## config.mk

```make
export PLATFORM = sky130hd
export DESIGN_NAME = bandgap_seq_ctrl_flat
export DESIGN_NICKNAME = d
export VERILOG_FILES = /design/src/rtl/bgctl_pkg.sv /design/src/rtl/bandgap_seq_ctrl_if.sv /design/src/rtl/bgctl_wb_regs.sv /design/src/rtl/bandgap_seq_ctrl.sv /design/src/flat_wrapper.sv
export SDC_FILE = /design/constraint.sdc
export NUM_CORES = 1
export LEC_CHECK = 0
export BUFFER_PORTS_ARGS = -buffer_cell sky130_fd_sc_hd__buf_2
export CAP_MARGIN = 20
export CORE_UTILIZATION = 55
export DETAILED_ROUTE_END_ITERATION = 8
export PLACE_DENSITY_LB_ADDON = 0.1
export SETUP_SLACK_MARGIN = 0.4
export SYNTH_ARGS = -nofsm -noshare
export SYNTH_HDL_FRONTEND = slang
export SYNTH_SLANG_ARGS = --single-unit
```

## constraint.sdc

```tcl
create_clock -name wb_clk_i -period 5.95 [get_ports wb_clk_i]
set_clock_uncertainty 0.15 [all_clocks]
set_input_delay 0.2975 -clock wb_clk_i [delete_from_list [all_inputs] [get_ports wb_clk_i]]
set_output_delay 0.2975 -clock wb_clk_i [all_outputs]
set_load 0.01 [all_outputs]
```

## src/rtl/bgctl_pkg.sv

```systemverilog
// ---------------------------------------------------------------------------
// bgctl_pkg
// Shared definitions for the bandgap sequencer: the FSM state encoding,
// the Wishbone register word offsets and the CTRL / STATUS bit positions.
// No ports (package).
// ---------------------------------------------------------------------------
package bgctl_pkg;

    // State encoding is visible to software through STATUS[1:0].
    typedef enum logic [1:0] {
        ST_OFF      = 2'd0,
        ST_STARTUP  = 2'd1,
        ST_READY    = 2'd2,
        ST_COOLDOWN = 2'd3
    } bgctl_state_e;

    // Word offsets, i.e. wbs_adr_i[4:2].
    localparam logic [2:0] REG_CTRL    = 3'd0;
    localparam logic [2:0] REG_SETTLE  = 3'd1;
    localparam logic [2:0] REG_OFFTIME = 3'd2;
    localparam logic [2:0] REG_ONTIME  = 3'd3;
    localparam logic [2:0] REG_STATUS  = 3'd4;

    // CTRL bit indices.
    localparam int CTRL_EN_REQ    = 0;
    localparam int CTRL_DUTY_MODE = 1;
    localparam int CTRL_IRQ_EN    = 2;

    // STATUS bit indices above the 2-bit state field.
    localparam int STATUS_READY    = 2;
    localparam int STATUS_IRQ_PEND = 3;

endpackage

```

## src/rtl/bandgap_seq_ctrl_if.sv

```systemverilog
// ---------------------------------------------------------------------------
// bandgap_seq_ctrl_if
// Wishbone slave-port bundle of the bandgap sequencer.
//   wbs_stb_i, wbs_cyc_i, wbs_we_i : strobe, cycle, write enable
//   wbs_sel_i[3:0]                 : byte selects
//   wbs_adr_i[31:0]                : byte address
//   wbs_dat_i[31:0]                : write data
//   wbs_ack_o                      : acknowledge
//   wbs_dat_o[31:0]                : read data
// Modports: master (bus side driving requests), slave (the sequencer).
// ---------------------------------------------------------------------------
interface bandgap_seq_ctrl_if;

    logic        wbs_stb_i;
    logic        wbs_cyc_i;
    logic        wbs_we_i;
    logic [3:0]  wbs_sel_i;
    logic [31:0] wbs_adr_i;
    logic [31:0] wbs_dat_i;
    logic        wbs_ack_o;
    logic [31:0] wbs_dat_o;

    modport master (
        output wbs_stb_i, wbs_cyc_i, wbs_we_i, wbs_sel_i, wbs_adr_i, wbs_dat_i,
        input  wbs_ack_o, wbs_dat_o
    );

    modport slave (
        input  wbs_stb_i, wbs_cyc_i, wbs_we_i, wbs_sel_i, wbs_adr_i, wbs_dat_i,
        output wbs_ack_o, wbs_dat_o
    );

endinterface

```

## src/rtl/bgctl_wb_regs.sv

```systemverilog
// ---------------------------------------------------------------------------
// bgctl_wb_regs
// Wishbone decode, single-cycle registered acknowledge and the register
// file of the bandgap sequencer (CTRL, SETTLE, OFFTIME, ONTIME, STATUS).
// Ports:
//   clk, rst_n              : clock, asynchronous active-low reset
//   wbs                     : Wishbone slave bundle
//   state                   : current sequencer state (read via STATUS)
//   irq_set                 : one-cycle strobe, sets irq_pending
//   en_req, duty_mode,
//   irq_en                  : CTRL fields
//   irq_pending             : sticky ready interrupt flag (W1C)
//   settle, offtime, ontime : interval registers, CNT_W bits each
// ---------------------------------------------------------------------------
module bgctl_wb_regs
    import bgctl_pkg::*;
#(
    parameter logic [31:0] BASE_ADDR      = 32'h3000_0000,
    parameter int          CNT_W          = 16,
    parameter logic [CNT_W-1:0] SETTLE_DEFAULT = CNT_W'(1000),
    parameter logic [CNT_W-1:0] OFF_DEFAULT    = CNT_W'(100),
    parameter logic [CNT_W-1:0] ON_DEFAULT     = CNT_W'(5000)
) (
    input  logic               clk,
    input  logic               rst_n,
    bandgap_seq_ctrl_if.slave  wbs,
    input  bgctl_state_e       state,
    input  logic               irq_set,
    output logic               en_req,
    output logic               duty_mode,
    output logic               irq_en,
    output logic               irq_pending,
    output logic [CNT_W-1:0]   settle,
    output logic [CNT_W-1:0]   offtime,
    output logic [CNT_W-1:0]   ontime
);

    logic        hit;
    logic        access;
    logic        wr_en;
    logic        w1c_irq;
    logic        ack_q;
    logic [2:0]  word_sel;
    logic [2:0]  ctrl_q;
    logic [31:0] rd_data;
    logic [31:0] dat_q;
    logic        unused_adr;

    assign hit      = (wbs.wbs_adr_i[31:5] == BASE_ADDR[31:5]);
    assign word_sel = wbs.wbs_adr_i[4:2];

    // Blocking a new access in the cycle right after an ack keeps a strobe
    // that is still held high from being acknowledged twice.
    assign access  = wbs.wbs_stb_i & wbs.wbs_cyc_i & hit & ~ack_q;
    assign wr_en   = access & wbs.wbs_we_i;
    assign w1c_irq = wr_en & (word_sel == REG_STATUS) & wbs.wbs_sel_i[0]
                   & wbs.wbs_dat_i[STATUS_IRQ_PEND];

    assign unused_adr = ^wbs.wbs_adr_i[1:0];

    assign en_req    = ctrl_q[CTRL_EN_REQ];
    assign duty_mode = ctrl_q[CTRL_DUTY_MODE];
    assign irq_en    = ctrl_q[CTRL_IRQ_EN];

    assign wbs.wbs_ack_o = ack_q;
    assign wbs.wbs_dat_o = dat_q;

    // Byte-lane merge: only bits whose byte select is set take new data.
    function automatic logic [CNT_W-1:0] merge_bytes(
        input logic [CNT_W-1:0] old_val,
        input logic [31:0]      data,
        input logic [3:0]       sel
    );
        logic [CNT_W-1:0] result;
        result = old_val;
        for (int i = 0; i < CNT_W; i++) begin
            if (sel[i/8]) begin
                result[i] = data[i];
            end
        end
        return result;
    endfunction

    always_comb begin
        rd_data = '0;
        case (word_sel)
            REG_CTRL:    rd_data = {29'd0, ctrl_q};
            REG_SETTLE:  rd_data = 32'(settle);
            REG_OFFTIME: rd_data = 32'(offtime);
            REG_ONTIME:  rd_data = 32'(ontime);
            REG_STATUS:  rd_data = {28'd0, irq_pending, (state == ST_READY), state};
            default:     rd_data = '0;
        endcase
    end

    // Read data is only driven during the ack cycle.
    always_ff @(posedge clk or negedge rst_n) begin
        if (!rst_n) begin
            ack_q <= 1'b0;
            dat_q <= '0;
        end else begin
            ack_q <= access;
            dat_q <= (access & ~wbs.wbs_we_i) ? rd_data : '0;
        end
    end

    always_ff @(posedge clk or negedge rst_n) begin
        if (!rst_n) begin
            ctrl_q  <= '0;
            settle  <= SETTLE_DEFAULT;
            offtime <= OFF_DEFAULT;
            ontime  <= ON_DEFAULT;
        end else if (wr_en) begin
            case (word_sel)
                REG_CTRL: begin
                    if (wbs.wbs_sel_i[0]) begin
                        ctrl_q <= wbs.wbs_dat_i[2:0];
                    end
                end
                REG_SETTLE:  settle  <= merge_bytes(settle,  wbs.wbs_dat_i, wbs.wbs_sel_i);
                REG_OFFTIME: offtime <= merge_bytes(offtime, wbs.wbs_dat_i, wbs.wbs_sel_i);
                REG_ONTIME:  ontime  <= merge_bytes(ontime,  wbs.wbs_dat_i, wbs.wbs_sel_i);
                default: ;
            endcase
        end
    end

    // A set from the sequencer on the same edge as a software clear wins,
    // so a ready event can never be lost.
    always_ff @(posedge clk or negedge rst_n) begin
        if (!rst_n) begin
            irq_pending <= 1'b0;
        end else if (irq_set) begin
            irq_pending <= 1'b1;
        end else if (w1c_irq) begin
            irq_pending <= 1'b0;
        end
    end

endmodule

```

## src/rtl/bandgap_seq_ctrl.sv

```systemverilog
// ---------------------------------------------------------------------------
// bandgap_seq_ctrl
// Sequencer for the user-area bandgap reference: drives the bandgap enable,
// times the settling interval, flags a valid reference, enforces a minimum
// off-time and optionally duty-cycles the bandgap.
// Ports:
//   wb_clk_i    : system clock
//   wb_rst_ni   : asynchronous active-low reset
//   wbs         : Wishbone slave bundle (32-byte window at BASE_ADDR)
//   bg_en_o     : bandgap macro enable
//   bg_ready_o  : reference settled and valid
//   irq_o       : ready interrupt (irq_pending & irq_en)
// ---------------------------------------------------------------------------
module bandgap_seq_ctrl
    import bgctl_pkg::*;
#(
    parameter logic [31:0] BASE_ADDR      = 32'h3000_0000,
    parameter int          CNT_W          = 16,
    parameter logic [CNT_W-1:0] SETTLE_DEFAULT = CNT_W'(1000),
    parameter logic [CNT_W-1:0] OFF_DEFAULT    = CNT_W'(100),
    parameter logic [CNT_W-1:0] ON_DEFAULT     = CNT_W'(5000)
) (
    input  logic              wb_clk_i,
    input  logic              wb_rst_ni,
    bandgap_seq_ctrl_if.slave wbs,
    output logic              bg_en_o,
    output logic              bg_ready_o,
    output logic              irq_o
);

    logic             en_req;
    logic             duty_mode;
    logic             irq_en;
    logic             irq_pending;
    logic             irq_set;
    logic             cnt_expired;
    logic             bg_en_d;
    logic             bg_ready_d;
    logic [CNT_W-1:0] settle;
    logic [CNT_W-1:0] offtime;
    logic [CNT_W-1:0] ontime;
    logic [CNT_W-1:0] cnt_q;
    logic [CNT_W-1:0] cnt_d;
    bgctl_state_e     state_q;
    bgctl_state_e     state_d;

    bgctl_wb_regs #(
        .BASE_ADDR      (BASE_ADDR),
        .CNT_W          (CNT_W),
        .SETTLE_DEFAULT (SETTLE_DEFAULT),
        .OFF_DEFAULT    (OFF_DEFAULT),
        .ON_DEFAULT     (ON_DEFAULT)
    ) u_regs (
        .clk         (wb_clk_i),
        .rst_n       (wb_rst_ni),
        .wbs         (wbs),
        .state       (state_q),
        .irq_set     (irq_set),
        .en_req      (en_req),
        .duty_mode   (duty_mode),
        .irq_en      (irq_en),
        .irq_pending (irq_pending),
        .settle      (settle),
        .offtime     (offtime),
        .ontime      (ontime)
    );

    // Treating 0 like 1 makes a loaded value N last max(N,1) cycles.
    assign cnt_expired = (cnt_q <= CNT_W'(1));

    assign irq_o = irq_pending & irq_en;

    always_comb begin
        state_d = state_q;
        cnt_d   = cnt_q;
        irq_set = 1'b0;
        case (state_q)
            ST_OFF: begin
                if (en_req) begin
                    state_d = ST_STARTUP;
                    cnt_d   = settle;
                end
            end
            ST_STARTUP: begin
                // Dropping en_req beats a simultaneous settle expiry, so an
                // aborted startup never reports ready.
                if (!en_req) begin
                    state_d = ST_COOLDOWN;
                    cnt_d   = offtime;
                end else if (cnt_expired) begin
                    state_d = ST_READY;
                    cnt_d   = ontime;
                    irq_set = 1'b1;
                end else begin
                    cnt_d = cnt_q - CNT_W'(1);
                end
            end
            ST_READY: begin
                // Without duty_mode the on-counter holds, so turning
                // duty_mode on later resumes from where it stopped.
                if (!en_req) begin
                    state_d = ST_COOLDOWN;
                    cnt_d   = offtime;
                end else if (duty_mode) begin
                    if (cnt_expired) begin
                        state_d = ST_COOLDOWN;
                        cnt_d   = offtime;
                    end else begin
                        cnt_d = cnt_q - CNT_W'(1);
                    end
                end
            end
            ST_COOLDOWN: begin
                if (cnt_expired) begin
                    state_d = ST_OFF;
                end else begin
                    cnt_d = cnt_q - CNT_W'(1);
                end
            end
            default: begin
                state_d = ST_OFF;
            end
        endcase
    end

    // Pin outputs come from the next state so they register on the same
    // edge as the state they describe.
    assign bg_en_d    = (state_d == ST_STARTUP) || (state_d == ST_READY);
    assign bg_ready_d = (state_d == ST_READY);

    always_ff @(posedge wb_clk_i or negedge wb_rst_ni) begin
        if (!wb_rst_ni) begin
            state_q    <= ST_OFF;
            cnt_q      <= '0;
            bg_en_o    <= 1'b0;
            bg_ready_o <= 1'b0;
        end else begin
            state_q    <= state_d;
            cnt_q      <= cnt_d;
            bg_en_o    <= bg_en_d;
            bg_ready_o <= bg_ready_d;
        end
    end

endmodule

```

## src/flat_wrapper.sv

```systemverilog
// flat-port wrapper written by rule: the top's interface ports become plain ports
module bandgap_seq_ctrl_flat import bgctl_pkg::*;
#(
    parameter logic [31:0] BASE_ADDR      = 32'h3000_0000,
    parameter int          CNT_W          = 16,
    parameter logic [CNT_W-1:0] SETTLE_DEFAULT = CNT_W'(1000),
    parameter logic [CNT_W-1:0] OFF_DEFAULT    = CNT_W'(100),
    parameter logic [CNT_W-1:0] ON_DEFAULT     = CNT_W'(5000)
)
  (wb_clk_i, wb_rst_ni, bg_en_o, bg_ready_o, irq_o, wbs_wbs_stb_i, wbs_wbs_cyc_i, wbs_wbs_we_i, wbs_wbs_sel_i, wbs_wbs_adr_i, wbs_wbs_dat_i, wbs_wbs_ack_o, wbs_wbs_dat_o);
  bandgap_seq_ctrl_if wbs_i ();
  input  logic wb_clk_i;
  input  logic wb_rst_ni;
  output logic bg_en_o;
  output logic bg_ready_o;
  output logic irq_o;
  input wire logic [$bits(wbs_i.wbs_stb_i)-1:0] wbs_wbs_stb_i;
  input wire logic [$bits(wbs_i.wbs_cyc_i)-1:0] wbs_wbs_cyc_i;
  input wire logic [$bits(wbs_i.wbs_we_i)-1:0] wbs_wbs_we_i;
  input wire logic [$bits(wbs_i.wbs_sel_i)-1:0] wbs_wbs_sel_i;
  input wire logic [$bits(wbs_i.wbs_adr_i)-1:0] wbs_wbs_adr_i;
  input wire logic [$bits(wbs_i.wbs_dat_i)-1:0] wbs_wbs_dat_i;
  output wire logic [$bits(wbs_i.wbs_ack_o)-1:0] wbs_wbs_ack_o;
  output wire logic [$bits(wbs_i.wbs_dat_o)-1:0] wbs_wbs_dat_o;
  assign wbs_i.wbs_stb_i = wbs_wbs_stb_i;
  assign wbs_i.wbs_cyc_i = wbs_wbs_cyc_i;
  assign wbs_i.wbs_we_i = wbs_wbs_we_i;
  assign wbs_i.wbs_sel_i = wbs_wbs_sel_i;
  assign wbs_i.wbs_adr_i = wbs_wbs_adr_i;
  assign wbs_i.wbs_dat_i = wbs_wbs_dat_i;
  assign wbs_wbs_ack_o = wbs_i.wbs_ack_o;
  assign wbs_wbs_dat_o = wbs_i.wbs_dat_o;
  bandgap_seq_ctrl #(.BASE_ADDR(BASE_ADDR), .CNT_W(CNT_W), .SETTLE_DEFAULT(SETTLE_DEFAULT), .OFF_DEFAULT(OFF_DEFAULT), .ON_DEFAULT(ON_DEFAULT)) u_core (.wb_clk_i(wb_clk_i), .wb_rst_ni(wb_rst_ni), .wbs(wbs_i), .bg_en_o(bg_en_o), .bg_ready_o(bg_ready_o), .irq_o(irq_o));
endmodule
```

==> results.yml, run 1 <==
synthesis:
  async_flop_share_pct: 100
  synth_edf_count: 0
  synth_top_family_by_area: "compound AO/OA/AOI/OAI gates"
  ys_seq_area_share_pct: 43.3
  syn_avg_cell_area_um2: 10.4
  synth_area_um2: 5190
  ys_warn_count: 0
  synth_top_area_share_pct: 36.2
  netlist_instances: 500
  ys_ff_latch: 89
  synthTopCellsByArea: "dfrtp_1, mux2_2, dfstp_2, nor2_1, buf_4"
  synthFlopType: "dfrtp_1"
  synth-adder-area-share_pct: 0.723
  yosysUniqueCellTypes: 75
  yosys.area.top_type: "dfrtp_1"
  synth_mux_area_share_pct: 15.1
  synth_simple_gate_area_share_pct: 15.0
  synth_compound_area_share_pct: 17.5
  synth-xor-area-share_pct: 2.19
sta:
  whs_ns: 0.0299
  finalCriticalPeriod_ns: 3.08
  timing.fmax_mhz: 325
  rsz0062_at_grt: "false"
  slew_headroom_pct: 35.3
  worst_slew_pin_slew_ns: 0.969
  post-route-period-util_pct: 51.7
  final_hold_viol_count: 0
  tns_ns: 0
  setup_viol: 0
  slew_violations: 0
clocking:
  cts_root_buf: "clkbuf_8"
  clkTransAtPathRegs_ns: 0.10
  tritoncts: "yes"
  h-tree-depth: 3
  clock-sinks: 89
  cts_buffer_depth: 2
  cts_made_buffers: 9
  clk-insertion-delay-late_ns: 0.37
  cts_resized: 0
die:
  initial_core_util_pct: 56.4
  rows: 35
  ios: 109
  core_um2: 9200
  die_w_um: 99.1
  dieHeight_um: 99.1
  die_area_um2: 9830
cells_and_area:
  final_util_pct: 61.9
  synthToLayoutAreaGrowth_pct: 9.72
  diodes: 0
  fillers: 767
  ff_latch_area_um2: 2240
  final_nets: 630
  drive_gt1_share_pct: 34.3
  multiInputGateArea_um2: 2680
place:
  hpwl_mm: 9.52
  port_buffers: 72
  place.gp.congestion: 0.929
route:
  ant_nets: 0
  drc: 0
  routed_wl_mm: 13.3
  drtIter0Drc: 406
  avgRoutedWirePerCell_um: 19.9
  num_vias: 4310
  firstDrtPassIters: 5
  via_per_inst: 6.43
setup_path:
  critPathSlowestCell: "nor4_4"
  critical_path_class: "register to register"
  cp.required_ns: 6.07
  crit_family: "simple AND/OR/NAND/NOR gates"
  path_buf_inv: 1
  arrival_ns: 3.19
  end_kind: "register"
  critPathMaxStageDelay_ns: 0.54
  critPathLaunchType: "register"
  crit_fanout: 11
  crit_path_cell_trace: "nor4_4 > nand2_1 > or2_1 > o211ai_1 > a21oi_1 > a31o_2 > ha_1 > inv_1"
global_routing:
  antenna_found_initial: 0
  grt_pass1_vias: 4128
  grt_pass1_wl_mm: 21.9
  track_usage_pct: 29.0
  grt_max_degree: 66
  grt-ovfl-total: 0
pwr:
  p_per_area_nw_per_um2: 188
  ir_drop_uv: 101
  p_total_mw: 1.07
  leakage_nw: 2.56
hold_path:
  hp-class: "primary input to register"
job:
  cap_violations: 0
run_status:
  status: "finished, final reports clean"
## flip-flops by register name, summed over array words and instances (netlist names)
register and count:
u_core.u_regs.ontime 16, u_core.u_regs.offtime 16, u_core.bg_ready_o 1, u_core.u_regs.ctrl_q 3
u_core.cnt_q 16, u_core.u_regs.settle 16, u_core.u_regs.wbs.wbs_dat_o 16, u_core.u_regs.wbs.wbs_ack_o 1
u_core.u_regs.irq_pending 1, u_core.bg_en_o 1, u_core.state_q 2
## through the flow
stage	cell area, µm²	setup WS, ns	std cells
floorplan	5250	3.56	515
global placement	5490	2.95	653
detailed placement	5490	2.93	653
CTS	5690	2.90	670
global route	5690	2.72	670
finish	5690	2.87	670
## cell families (layout without fill, tap and decap cells)
family                   count (synthesis)  in the layout
AND/OR/NAND/NOR                        141            141
AO/OA/AOI/OAI                          126            126
flip-flops                              89             89
multiplexers                            69             69
buffers and inverters                   58            102
XOR/XNOR                                13             13
adder cells (fa/ha/maj)                  3              3
other                                    1             16
## final timing paths
check / from / to / slack [ns] / cells past startpoint
worst max-delay path: u_core.cnt_q[4] / u_core.bg_en_o / 2.87 / 8
worst min-delay path: wbs_wbs_dat_i[15] / u_core.u_regs.ontime[15] / 0.03 / 2
worst max register to register: u_core.cnt_q[4] / u_core.bg_en_o / 2.87 / 8
worst min register to register: u_core.u_regs.ontime[6] / u_core.u_regs.ontime[6] / 0.39 / 1
max in group asynchronous: wb_rst_ni / u_core.u_regs.offtime[10] / 4.33 / 3
min in group asynchronous: wb_rst_ni / u_core.state_q[0] / 0.22 / 2
## area by class of cell
type / count / area share, %
Multi-Input combinational cell: 368 / 47.1
Timing Repair Buffer: 76 / 6.95
Clock buffer: 9 / 2.18
Clock inverter: 7 / 1.27
Tap cell: 111 / 2.44
Sequential cell: 89 / 39.4
Inverter: 10 / 0.659
## power breakdown
part	switching (mW)	internal (mW)	total (mW)	leakage, nW
clock	0.246	0.164	0.410	0.0966
sequential	0.0000106	0.605	0.605	1.19
combinational	0.0353	0.0177	0.0530	1.28
## layout by cell type, fill, tap and decap left out, drive strengths merged, types with 3 or more instances in the layout
cell type  synthesis  routed
dfstp             14      14
o221ai             8       8
nand3              7       7
nand2             26      26
clkinv             0       3
a21oi             27      27
mux2              63      63
or4                3       3
nor3              17      17
inv               10      13
nor4              11      11
o41ai              3       3
buf               28      75
o22ai              7       7
a21boi             3       3
conb               1      16
nand4              3       3
clkbuf            20       9
nor2              44      44
o31ai              8       8
or2                3       3
xnor2              8       8
mux2i              5       5
a22oi             15      15
nand2b             3       3
a2bb2oi            3       3
a31oi              9       9
dfrtp             75      75
nor4b              3       3
nor2b              6       6
ha                 3       3
o21ai             16      16
xor2               5       5
and2               6       6
o211ai             3       3
## synthesized netlist by cell type (all sizes together), types with 5 or more instances
master / count
a21oi: 27
a22oi: 15
a31oi: 9
and2: 6
buf: 28
clkbuf: 20
dfrtp: 75
dfstp: 14
inv: 10
mux2: 63
mux2i: 5
nand2: 26
nand3: 7
nor2: 44
nor2b: 6
nor3: 17
nor4: 11
o21ai: 16
o221ai: 8
o22ai: 7
o31ai: 8
xnor2: 8
xor2: 5
## per-layer routing
metal	routed length (µm)	track usage (%)	up-vias
li1	-	-	1954
met2	6040	43.9	238
met1	5890	41.4	2090
met3	1140	6.04	28
met4	257	10.7	0
met5	0	0	-
## timing repair
action,4_1_cts,5_1_grt
hold buffers,1,0
endpoints found under the hold margin,24,0
setup buffers,0,0
## worst register-to-register path, cell delays in order (launching register included)
cell and delay, ns:
dfrtp_1 0.50, nor4_4 0.54, nand2_1 0.40, or2_1 0.51, o211ai_1 0.24, a21oi_1 0.11
a31o_2 0.23, ha_1 0.27, inv_1 0.03
Note: power is estimated with default switching activity, not from simulation.
==> inputs of run 2 (changes only) <==
--- a/config.mk
+++ b/config.mk
@@ -5,6 +5,7 @@
 export SDC_FILE = /design/constraint.sdc
 export NUM_CORES = 1
 export LEC_CHECK = 0
+export ABC_AREA = 1
 export BUFFER_PORTS_ARGS = -buffer_cell sky130_fd_sc_hd__buf_2
 export CAP_MARGIN = 20
 export CORE_UTILIZATION = 55
==> constraint.sdc (replaced) <==
create_clock -name wb_clk_i -period 3.15 [get_ports wb_clk_i]
set_clock_uncertainty 0.15 [all_clocks]
set_input_delay 0.1575 -clock wb_clk_i [delete_from_list [all_inputs] [get_ports wb_clk_i]]
set_output_delay 0.1575 -clock wb_clk_i [all_outputs]
set_load 0.01 [all_outputs]
==> run 2 against run 1 <==
Effect of this change: largest power group unchanged; critical path type unchanged; synthesized cell count increased by 49%; fmax increased by 25%; cell count increased by 45%; critical endpoint is now u_core.cnt_q[14].
==> results.yml, run 2 <==
sta:
  tns_ns: 0
  timing.fmax_mhz: 407
  setup_ws_ns: 0.696
  slew_headroom_pct: 51.6
  post-route-period-util_pct: 77.9
  slew_violations: 0
  final_hold_viol_count: 0
  whs_ns: 0.0242
  finalCriticalPeriod_ns: 2.45
  worst_slew_pin_slew_ns: 0.720
  rsz0062_at_grt: "false"
  setup_viol: 0
global_routing:
  grt_pass1_wl_mm: 23.5
  track_usage_pct: 30.4
  grt-ovfl-total: 0
  grt_max_degree: 37
  grt_pass1_vias: 4803
  antenna_found_initial: 0
route:
  drtIter0Drc: 477
  firstDrtPassIters: 6
  ant_nets: 0
  avgRoutedWirePerCell_um: 14.2
  num_vias: 5034
  drc: 0
  routed_wl_mm: 13.7
  via_per_inst: 5.20
pwr:
  ir_drop_uv: 271
  swShare_pct: 25.1
  clkPwrFrac_pct: 39.9
  p_total_mw: 2.10
  intPower_mw: 1.57
  p_per_area_nw_per_um2: 348
  pwr-share-comb_pct: 5.6
  leakage_nw: 3.03
  seqPwrFrac_pct: 54.4
  power_switching_uw: 527
clocking:
  postCtsSetupRepairBufs: 0
  cts_buffer_depth: 2
  cts_made_buffers: 9
  clkTransAtPathRegs_ns: 0.10
  clock-sinks: 89
  clk-insertion-delay-late_ns: 0.37
  h-tree-depth: 3
  tritoncts: "yes"
  cts_root_buf: "clkbuf_8"
die:
  dieHeight_um: 99.6
  rows: 35
  die_w_um: 99.6
  core_um2: 9240
  die_area_um2: 9920
  ios: 109
  initial_core_util_pct: 56.7
cells_and_area:
  final_area_um2: 6030
  synthToLayoutAreaGrowth_pct: 15.0
  mostFrequentLayoutCells: "nand2_1, inv_1, nor2_1, dfrtp_1, buf_2"
  final_common_cell: "nand2_1"
  final_util_pct: 65.2
  drive_gt1_share_pct: 14.3
  instances_no_fill: 969
  final_nets: 911
  diodes: 0
  fillers: 829
setup_path:
  arrival_ns: 2.58
  cp.required_ns: 3.27
  end_kind: "register"
  crit_fanout: 29
  critical_path_class: "register to register"
  critPathLaunchType: "register"
synthesis:
  synth_top_area_share_pct: 35.8
  synthFlopType: "dfrtp_1"
  ys_ff_latch: 89
  ys_top_cells_by_count: "nand2_1, inv_1, dfrtp_1, nor2_1, o21ai_0"
  synthTopCellsByArea: "dfrtp_1, nand2_1, dfstp_2, inv_1, o21ai_0"
  synth_area_um2: 5240
  ys_warn_count: 0
  yosysUniqueCellTypes: 34
  ys_seq_area_share_pct: 42.8
  yosysMostFrequentCell: "nand2_1"
  syn_avg_cell_area_um2: 7.03
  async_flop_share_pct: 100
  netlist_instances: 746
  yosys.area.top_type: "dfrtp_1"
  synth_edf_count: 0
place:
  dp.cells: 933
  port_buffers: 72
  hpwl_mm: 9.95
  placed_area_um2: 5620
  pre_cts_ws_ns: 0.569
  place.gp.congestion: 0.948
hold_path:
  hp-class: "primary input to register"
job:
  cap_violations: 0
run_status:
  status: "finished, final reports clean"
==> run 2: cell types whose count changed after synthesis, moves of 9 or more <==
cell / before / now
inv_1: 10 / 95
clkbuf_1: 19 / 10
a21oi_1: 25 / 42
nor2_1: 42 / 75
nand3_1: 5 / 46
o21ai_0: 12 / 65
a22oi_1: 15 / 1
nand2_1: 26 / 235
a31oi_1: 9 / 0
nor3_1: 15 / 4
mux2_2: 63 / 0
==> run 2: layout make-up <==
class | count | area [µm²] | share of cell area, %
multi-input cells | 538 | 2430 | 40.3
flip-flops and latches | 89 | 2240 | 37.2
repair buffers | 101 | 631 | 10.5
inverters | 96 | 360 | 5.98
well taps | 129 | 161 | 2.68
clock buffers | 10 | 128 | 2.12
clock inverters | 6 | 75.1 | 1.25
==> run 2: power by group through the flow <==
stage / registers (mW) / logic [mW] / clock network (mW)
finish: 1.14 / 0.118 / 0.838
global placement: 1.16 / 0.0970 / 0
floorplan: 1.16 / 0.0471 / 0
detailed placement: 1.16 / 0.101 / 0
CTS: 1.14 / 0.119 / 0.855
global route: 1.14 / 0.135 / 0.899
==> run 2: worst paths after layout <==
kind / slack [ns] / startpoint / endpoint / cells past startpoint
setup / recovery: 0.70 / u_core.cnt_q[0] / u_core.cnt_q[14] / 14
hold / removal: 0.02 / wbs_wbs_adr_i[9] / u_core.u_regs.wbs.wbs_ack_o / 5
setup reg to reg: 0.70 / u_core.cnt_q[0] / u_core.cnt_q[14] / 14
hold reg to reg: 0.34 / u_core.u_regs.offtime[14] / u_core.u_regs.offtime[14] / 2
max in group asynchronous: 1.90 / wb_rst_ni / u_core.u_regs.settle[8] / 3
min in group asynchronous: 0.13 / wb_rst_ni / u_core.bg_en_o / 2
==> run 2: critical path, stage by stage (launching register included) <==
cell and delay [ns]:
dfrtp_1 0.43, inv_1 0.11, ha_1 0.21, inv_1 0.05, nand2_1 0.05, nand2_1 0.05
nor2_2 0.38, nand2_4 0.12, inv_1 0.11, nand2_2 0.11, nand2_4 0.29, nor2_1 0.07
and2_0 0.14, nand2_1 0.06, nand2_1 0.04
==> run 2: timing repair <==
| action | 4_1_cts | 5_1_grt |
|---|---|---|
| endpoints found under the hold margin | 87 | 0 |
| setup endpoints to repair | 0 | 12 |
| resized for setup | 0 | 1 |
| hold buffers | 20 | 0 |
==> run 2: kinds of logic (layout without fill, tap and decap cells) <==
group                    Yosys count  in the layout  synth area share, %
adder cells (fa/ha/maj)            3              3                0.716
AND/OR/NAND/NOR                  384            384                 30.3
other                              1             16               0.0715
flip-flops                        89             89                 42.8
XOR/XNOR                           4              4                0.669
buffers and inverters            134            213                 12.0
AO/OA/AOI/OAI                    131            131                 13.4
==> run 2: layer usage <==
| metal | global-route usage [%] | wire (µm) |
|---|---|---|
| met1 | 44.8 | 6490 |
| met4 | 13.9 | 408 |
| met2 | 45.0 | 5890 |
| met5 | 0 | 0 |
| met3 | 3.72 | 944 |
